===== src/rtl/pipe_stage_buf.sv =====
// pipe_stage_buf: elastic inter-stage register with valid/ready handshake, 2-entry skid and flush.
// Define PIPE_STAGE_PERF_EN to add saturating stall_cnt / bubble_cnt performance counters.
module pipe_stage_buf #(
    parameter int WIDTH          = 64,
    parameter bit CLEAR_ON_FLUSH = 1'b1,
    parameter int CNT_WIDTH      = 16
) (
    input  logic                 clk,
    input  logic                 reset,
    input  logic                 flush,
    input  logic                 in_valid,
    input  logic [WIDTH-1:0]     in_data,
    output logic                 in_ready,
    output logic                 out_valid,
    output logic [WIDTH-1:0]     out_data,
    input  logic                 out_ready,
    output logic [1:0]           occupancy
`ifdef PIPE_STAGE_PERF_EN
    ,
    output logic [CNT_WIDTH-1:0] stall_cnt,
    output logic [CNT_WIDTH-1:0] bubble_cnt
`endif
);

    typedef enum logic [1:0] {
        EMPTY = 2'd0,
        ONE   = 2'd1,
        FULL  = 2'd2
    } state_t;

    state_t           state;
    state_t           state_n;
    logic [WIDTH-1:0] main_q;
    logic [WIDTH-1:0] skid_q;
    logic             accept;
    logic             issue;
    logic             load_main_in;
    logic             load_main_skid;
    logic             load_skid;

    // Handshake outputs decode the state register only, so out_ready never reaches in_ready.
    assign in_ready  = (state != FULL);
    assign out_valid = (state != EMPTY);
    assign out_data  = main_q;
    assign occupancy = state;

    assign accept = in_valid & in_ready;
    assign issue  = out_valid & out_ready;

    always_comb begin
        state_n        = state;
        load_main_in   = 1'b0;
        load_main_skid = 1'b0;
        load_skid      = 1'b0;
        unique case (state)
            EMPTY: begin
                if (accept) begin
                    state_n      = ONE;
                    load_main_in = 1'b1;
                end
            end
            ONE: begin
                if (accept && issue) begin
                    load_main_in = 1'b1;
                end else if (accept) begin
                    state_n   = FULL;
                    load_skid = 1'b1;
                end else if (issue) begin
                    state_n = EMPTY;
                end
            end
            FULL: begin
                if (issue) begin
                    state_n        = ONE;
                    load_main_skid = 1'b1;
                end
            end
            default: state_n = EMPTY;
        endcase
    end

    always_ff @(posedge clk) begin
        if (reset || flush) begin
            state <= EMPTY;
        end else begin
            state <= state_n;
        end
    end

    // Bubbles leave with an all-zero control word when clearing is enabled.
    always_ff @(posedge clk) begin
        if (reset || (flush && CLEAR_ON_FLUSH)) begin
            main_q <= '0;
            skid_q <= '0;
        end else if (!flush) begin
            if (load_main_in) begin
                main_q <= in_data;
            end else if (load_main_skid) begin
                main_q <= skid_q;
            end
            if (load_skid) begin
                skid_q <= in_data;
            end
        end
    end

`ifdef PIPE_STAGE_PERF_EN
    function automatic logic [CNT_WIDTH-1:0] sat_inc(input logic [CNT_WIDTH-1:0] v);
        return (&v) ? v : v + CNT_WIDTH'(1);
    endfunction

    // Counters see the pre-flush state and survive flush; only reset clears them.
    always_ff @(posedge clk) begin
        if (reset) begin
            stall_cnt  <= '0;
            bubble_cnt <= '0;
        end else begin
            if (out_valid && !out_ready) begin
                stall_cnt <= sat_inc(stall_cnt);
            end
            if (!out_valid) begin
                bubble_cnt <= sat_inc(bubble_cnt);
            end
        end
    end
`endif

endmodule


===== config.mk =====
export PLATFORM = sky130hd
export DESIGN_NAME = pipe_stage_buf
export DESIGN_NICKNAME = d
export VERILOG_FILES = /design/src/rtl/pipe_stage_buf.sv
export SDC_FILE = /design/constraint.sdc
export NUM_CORES = 1
export LEC_CHECK = 0
export CAP_MARGIN = 5
export CORE_MARGIN = 4
export CORE_UTILIZATION = 50
export CTS_BUF_LIST = sky130_fd_sc_hd__clkbuf_4
export CTS_CLUSTER_DIAMETER = 150
export DETAILED_ROUTE_END_ITERATION = 16
export GPL_TIMING_DRIVEN = 0
export HOLD_SLACK_MARGIN = 0.08
export PLACE_DENSITY = 0.83
export SYNTH_ARGS = -nofsm -noshare
export SYNTH_HDL_FRONTEND = slang
export SYNTH_SLANG_ARGS = --single-unit

===== constraint.sdc =====
create_clock -name clk -period 2.1 [get_ports clk]
set_input_delay 0.21 -clock clk [delete_from_list [all_inputs] [get_ports clk]]
set_output_delay 0.21 -clock clk [all_outputs]
set_load 0.05 [all_outputs]

* Word level (Yosys, flattened, before mapping) *
Cells that the tools add are included.

storage, ports and cells
  input port bits = 69
  bits in registers = 130
  logic and storage cells = 36

operators by class
  reduce and logical (&&, ||, !) cells = 8
  equality and inequality tests = 7
  bitwise gates (word level) = 3
  multiplexer cells = 15

operators with widths
  kind                count
  $mux 64             2
  $mux 2              5
  $ne 2x2->1 const B  4
  $mux 1              6
  $pmux 2 s3          1
  $reduce_and 2->1    2
  $reduce_and 4->1    1
  $reduce_bool 2->1   2
  $ne 3x3->1 const B  1
  $and 1x1->1         2
  $eq 2x1->1 const B  1
  $eq 2x2->1 const B  1
  $logic_not 2->1     1
  $pmux 1 s2          1
  $logic_and 1x1->1   1
  $logic_or 1x1->1    1
  $not 1->1           1

* Logic depth before layout (Yosys ltp) *
  depth in word-level cells = 7
  mapped depth = 5
  mapped depth without buffers = 3

* Worst setup path before layout *
Ideal clock, no wire load.

  path type = reg-to-reg
  start = register state[0] (netlist: occupancy[0])
  end = register main_q[0] (netlist: out_data[0])
  path buffers = 2
  slack = 0.415 ns
  period minus slack after synthesis = 1.685 ns
  arrival time = 1.566 ns
  cell stages (with the launch flop) = 6
  cells stage by stage = dfxtp_1 -> nand3b_1 -> a21bo_1 -> buf_6 -> buf_6 -> o221a_1

between the ends
  cells in the longest elaborated chain, start to end = 7
  elaborated cells on any way between the ends = 16
  those cells by class = 3 x eq/ne; 6 x mux; 2 x bitwise; 5 x reduce/logical

ends and longest elaborated chain
  what                                                    line    text
  start: declaration                                      31      state_t state;
  start signal: assignment                                86      state <= state_n;
  $ne 2x2->1 / $reduce_bool 2->1 (equally long branches)  42, 43
  $and 1x1->1, on equally long branches                   47, 48
  $logic_and 1x1->1                                       63      if (accept && issue) begin
  $mux 1                                                  63
  $pmux 1 s2                                              55      unique case (state)
  $reduce_bool 2->1 (no source line)                      -
  $reduce_and 2->1 (no source line)                       -
  end signal: assignment                                  97      main_q <= in_data;
  end signal: assignment                                  99      main_q <= skid_q;
  end: declaration                                        33      logic [WIDTH-1:0] main_q;

Parallel ways exist; a longest one is shown, timed or not.
A chain may end at the register's enable or synchronous reset.

* Worst setup path in the final report *
  start = register main_q[0] (netlist: out_data[0])
  end = output port out_data[0]

RTL lines
  what              line  text
  end: declaration  15    output logic [WIDTH-1:0] out_data,

No word-level cell between the ends.

==> Implementation_results.wiki <==
{| class="wikitable"
! Metric !! Value
|-
| Setup ws final || 181 ps
|-
| Number of cells produced by synthesis || 513
|-
| CP Capture Type || output pin
|-
| DPL Wire Length || 9.57 mm
|-
| TritonCTS Buffers || 17
|-
| Mean instance size in the synthesized netlist || 9.69 sq um
|-
| Fill cell total of the finished layout || 756
|-
| Overall Power || 5250 uW
|-
| Die outline area || 0.0116 sq mm
|-
| Vertical die dimension || 108 um
|-
| Final net count || 737
|-
| Final hold viol count || 0
|-
| Commonest cells after routing, fill and taps aside || sky130_fd_sc_hd__clkdlybuf4s50_1, sky130_fd_sc_hd__nand2_1, sky130_fd_sc_hd__dfxtp_1
|-
| Remaining number of nets flagged by the antenna check after routing || 0
|-
| Total number of vias || 4495
|-
| Number of enable-type register cells in the synthesized netlist || 0
|-
| Normalized max-slew margin || 59.8%
|-
| Total clock sinks || 130
|-
| Placed inst area || 0.00650 sq mm
|-
| Type of element launching the critical path || flop
|-
| Delay contributed by the slowest stage of the critical path || 850 ps
|-
| Clock input transition at the sequential cells of the worst setup and hold paths || 120 ps
|-
| Setup slack after placement || 91.5 ps
|-
| Async set or reset register ratio after synthesis || 0%
|-
| Fmax achieved || 521 MHz
|-
| Pins Over Slew Limit || 0
|-
| Number of rows created at floorplan || 36
|-
| Status || finished, final reports clean
|-
| Yosys top cell area share || 52.3%
|-
| Global-route usage over all layers || 24.0%
|-
| Largest net degree at the start of global routing || 17
|-
| Cell at the slowest stage of the critical path || sky130_fd_sc_hd__clkdlybuf4s50_1
|-
| Skew-Pair Late Insertion Delay || 510 ps
|-
| Syn Nets || 582
|-
| Clock root buffer || sky130_fd_sc_hd__clkbuf_4
|-
| Fraction of the cycle the final worst path needs || 91.4%
|-
| Maximum resistive drop on vdd || 0.000580 V
|-
| Post-detailed-route DRC marker count || 0
|-
| Overflow left after global routing || 0
|-
| Num ports || 137
|-
| Initial antenna violation count || 0
|-
| Dominant cell type by area after synthesis || sky130_fd_sc_hd__dfxtp_1
|-
| Vias in the first global route || 4660
|-
| Deepest level of the CTS H-tree || 4
|-
| Dominant register cell in the synthesized netlist || sky130_fd_sc_hd__dfxtp_1
|-
| ANT cells || 0
|-
| Die width || 108 um
|-
| Critical Setup Path Class || reg2out
|-
| Setup Skew || 18.9 ps
|-
| Input/output buffers || 136
|-
| Commonest non-fill, non-tap cell in the layout || sky130_fd_sc_hd__clkdlybuf4s50_1
|-
| Hold/Removal Path Class || in2reg
|-
| Final weighted congestion in routability-driven placement || 0.790
|-
| Seq/Total Area, Yosys || 52.3%
|-
| Vias/cell || 5.53
|-
| Top post-synthesis cells by area || sky130_fd_sc_hd__dfxtp_1, sky130_fd_sc_hd__o221a_1, sky130_fd_sc_hd__nand2_1, sky130_fd_sc_hd__o21a_1, sky130_fd_sc_hd__a21oi_1
|-
| Synthesized flop and latch total || 130
|-
| Bufs and invs on worst path || 1
|-
| Post-route cell area || 0.00682 sq mm
|-
| P&R area growth vs syn || 37.2%
|-
| DRT iter0 DRCs || 272
|-
| Sequence of cells on the critical path || clkdlybuf4s50_1
|-
| Post-CTS Setup Repair Bufs || 0
|-
| CTS tree || yes
|-
| Yosys warns || 0
|-
| Max-capacitance violation count || 0
|-
| CP Max Fanout || 2
|-
| Worst Max-Slew Pin Slew || 603 ps
|-
| Signal arrival time at the worst endpoint || 1710 ps
|-
| Min Clock Period, post-route || 1920 ps
|-
| Final sum of negative setup slack || 0 ps
|-
| Detailed-route wire length || 13.8 mm
|-
| P_leak || 0.00239 uW
|-
| Pwr per Cell Area || 769 mW/mm^2
|-
| Initial Util || 51.1%
|-
| Top cell family by delay on the critical path || buffers and inverters
|-
| Finish-stage setup viols || 0
|-
| Syn Std Cell Area || 0.00497 sq mm
|-
| Worst EP required || 1890 ps
|-
| Standard cell core area || 0.00973 sq mm
|-
| Maximum clock path buffer count || 2
|-
| Share of layout cells above drive strength 1 || 9.26%
|-
| Count of distinct cell types in the synthesized netlist || 19
|-
| Detailed Routing Iterations Pass 1 || 7
|-
| Unrepaired setup endpoints after global routing || no
|-
| Global-route wire length before repair || 22.4 mm
|-
| Wire length per cell after detailed routing || 16.9 um
|}
==> logic make-up after synthesis <==
kind of cell | after synthesis | synth area share [%]
and+or+nand+nor | 140 | 11.3
buffers and inverters | 48 | 5.31
AOI/OAI and AO/OA | 195 | 31.1
DFF | 130 | 52.3
==> synthesized netlist by cell type, drive strengths merged, types with 2 or more instances <==
master / count
dfxtp: 130
o21a: 64
or2: 2
buf: 32
nand2b: 2
nand2: 130
a21oi: 64
clkbuf: 16
o221a: 64
==> cell type report <==
cell class	instances	area, sq um	share of cell area, %
Buffer	48	264	3.87
Clock buffer	18	135	1.98
Clock inverter	13	184	2.70
Multi-Input combinational cell	335	2110	30.9
Sequential cell	130	2600	38.2
Tap cell	133	166	2.44
Timing Repair Buffer	136	1360	20.0
==> flip-flops by register name, indices dropped and copies added (netlist names) <==
register / count
occupancy: 2
out_data: 64
skid_q: 64
==> worst paths after layout <==
| kind | startpoint | cells past startpoint | slack [ps] | end |
|---|---|---|---|---|
| min | in_data[16] | 3 | 260 | skid_q[16] |
| max | out_data[0] | 1 | 180 | out_data[0] |
| max reg2reg | occupancy[0] | 5 | 510 | skid_q[3] |
| min reg2reg | skid_q[40] | 2 | 460 | skid_q[40] |
==> routing by layer <==
metal	share of wire (%)	track usage (%)
met1	42	29.8
met2	52	41.2
met3	5.4	6.42
met4	0.71	6.13
met5	0	0
==> through the flow <==
stage	hold slack [ps]	utilization, %	cells
floorplan	283	-	513
global placement	441	66.8	782
detailed placement	447	66.8	782
CTS	251	70.1	813
global route	226	70.1	813
finish	262	70.1	813
==> what timing repair did <==
action | 4_1_cts | 5_1_grt
gates resized for setup | 2 | 2
hold buffers | 0 | 0
cloned | 0 | 0
pin swaps | 0 | 0
endpoints found under the setup margin | 2 | 2
==> report_power, final <==
group          switching, uW  internal (uW)
Clock                    963            957
Sequential              37.7           2530
Combinational            432            327
Total                   1430           3810
Power figures use the tool's default switching activity.
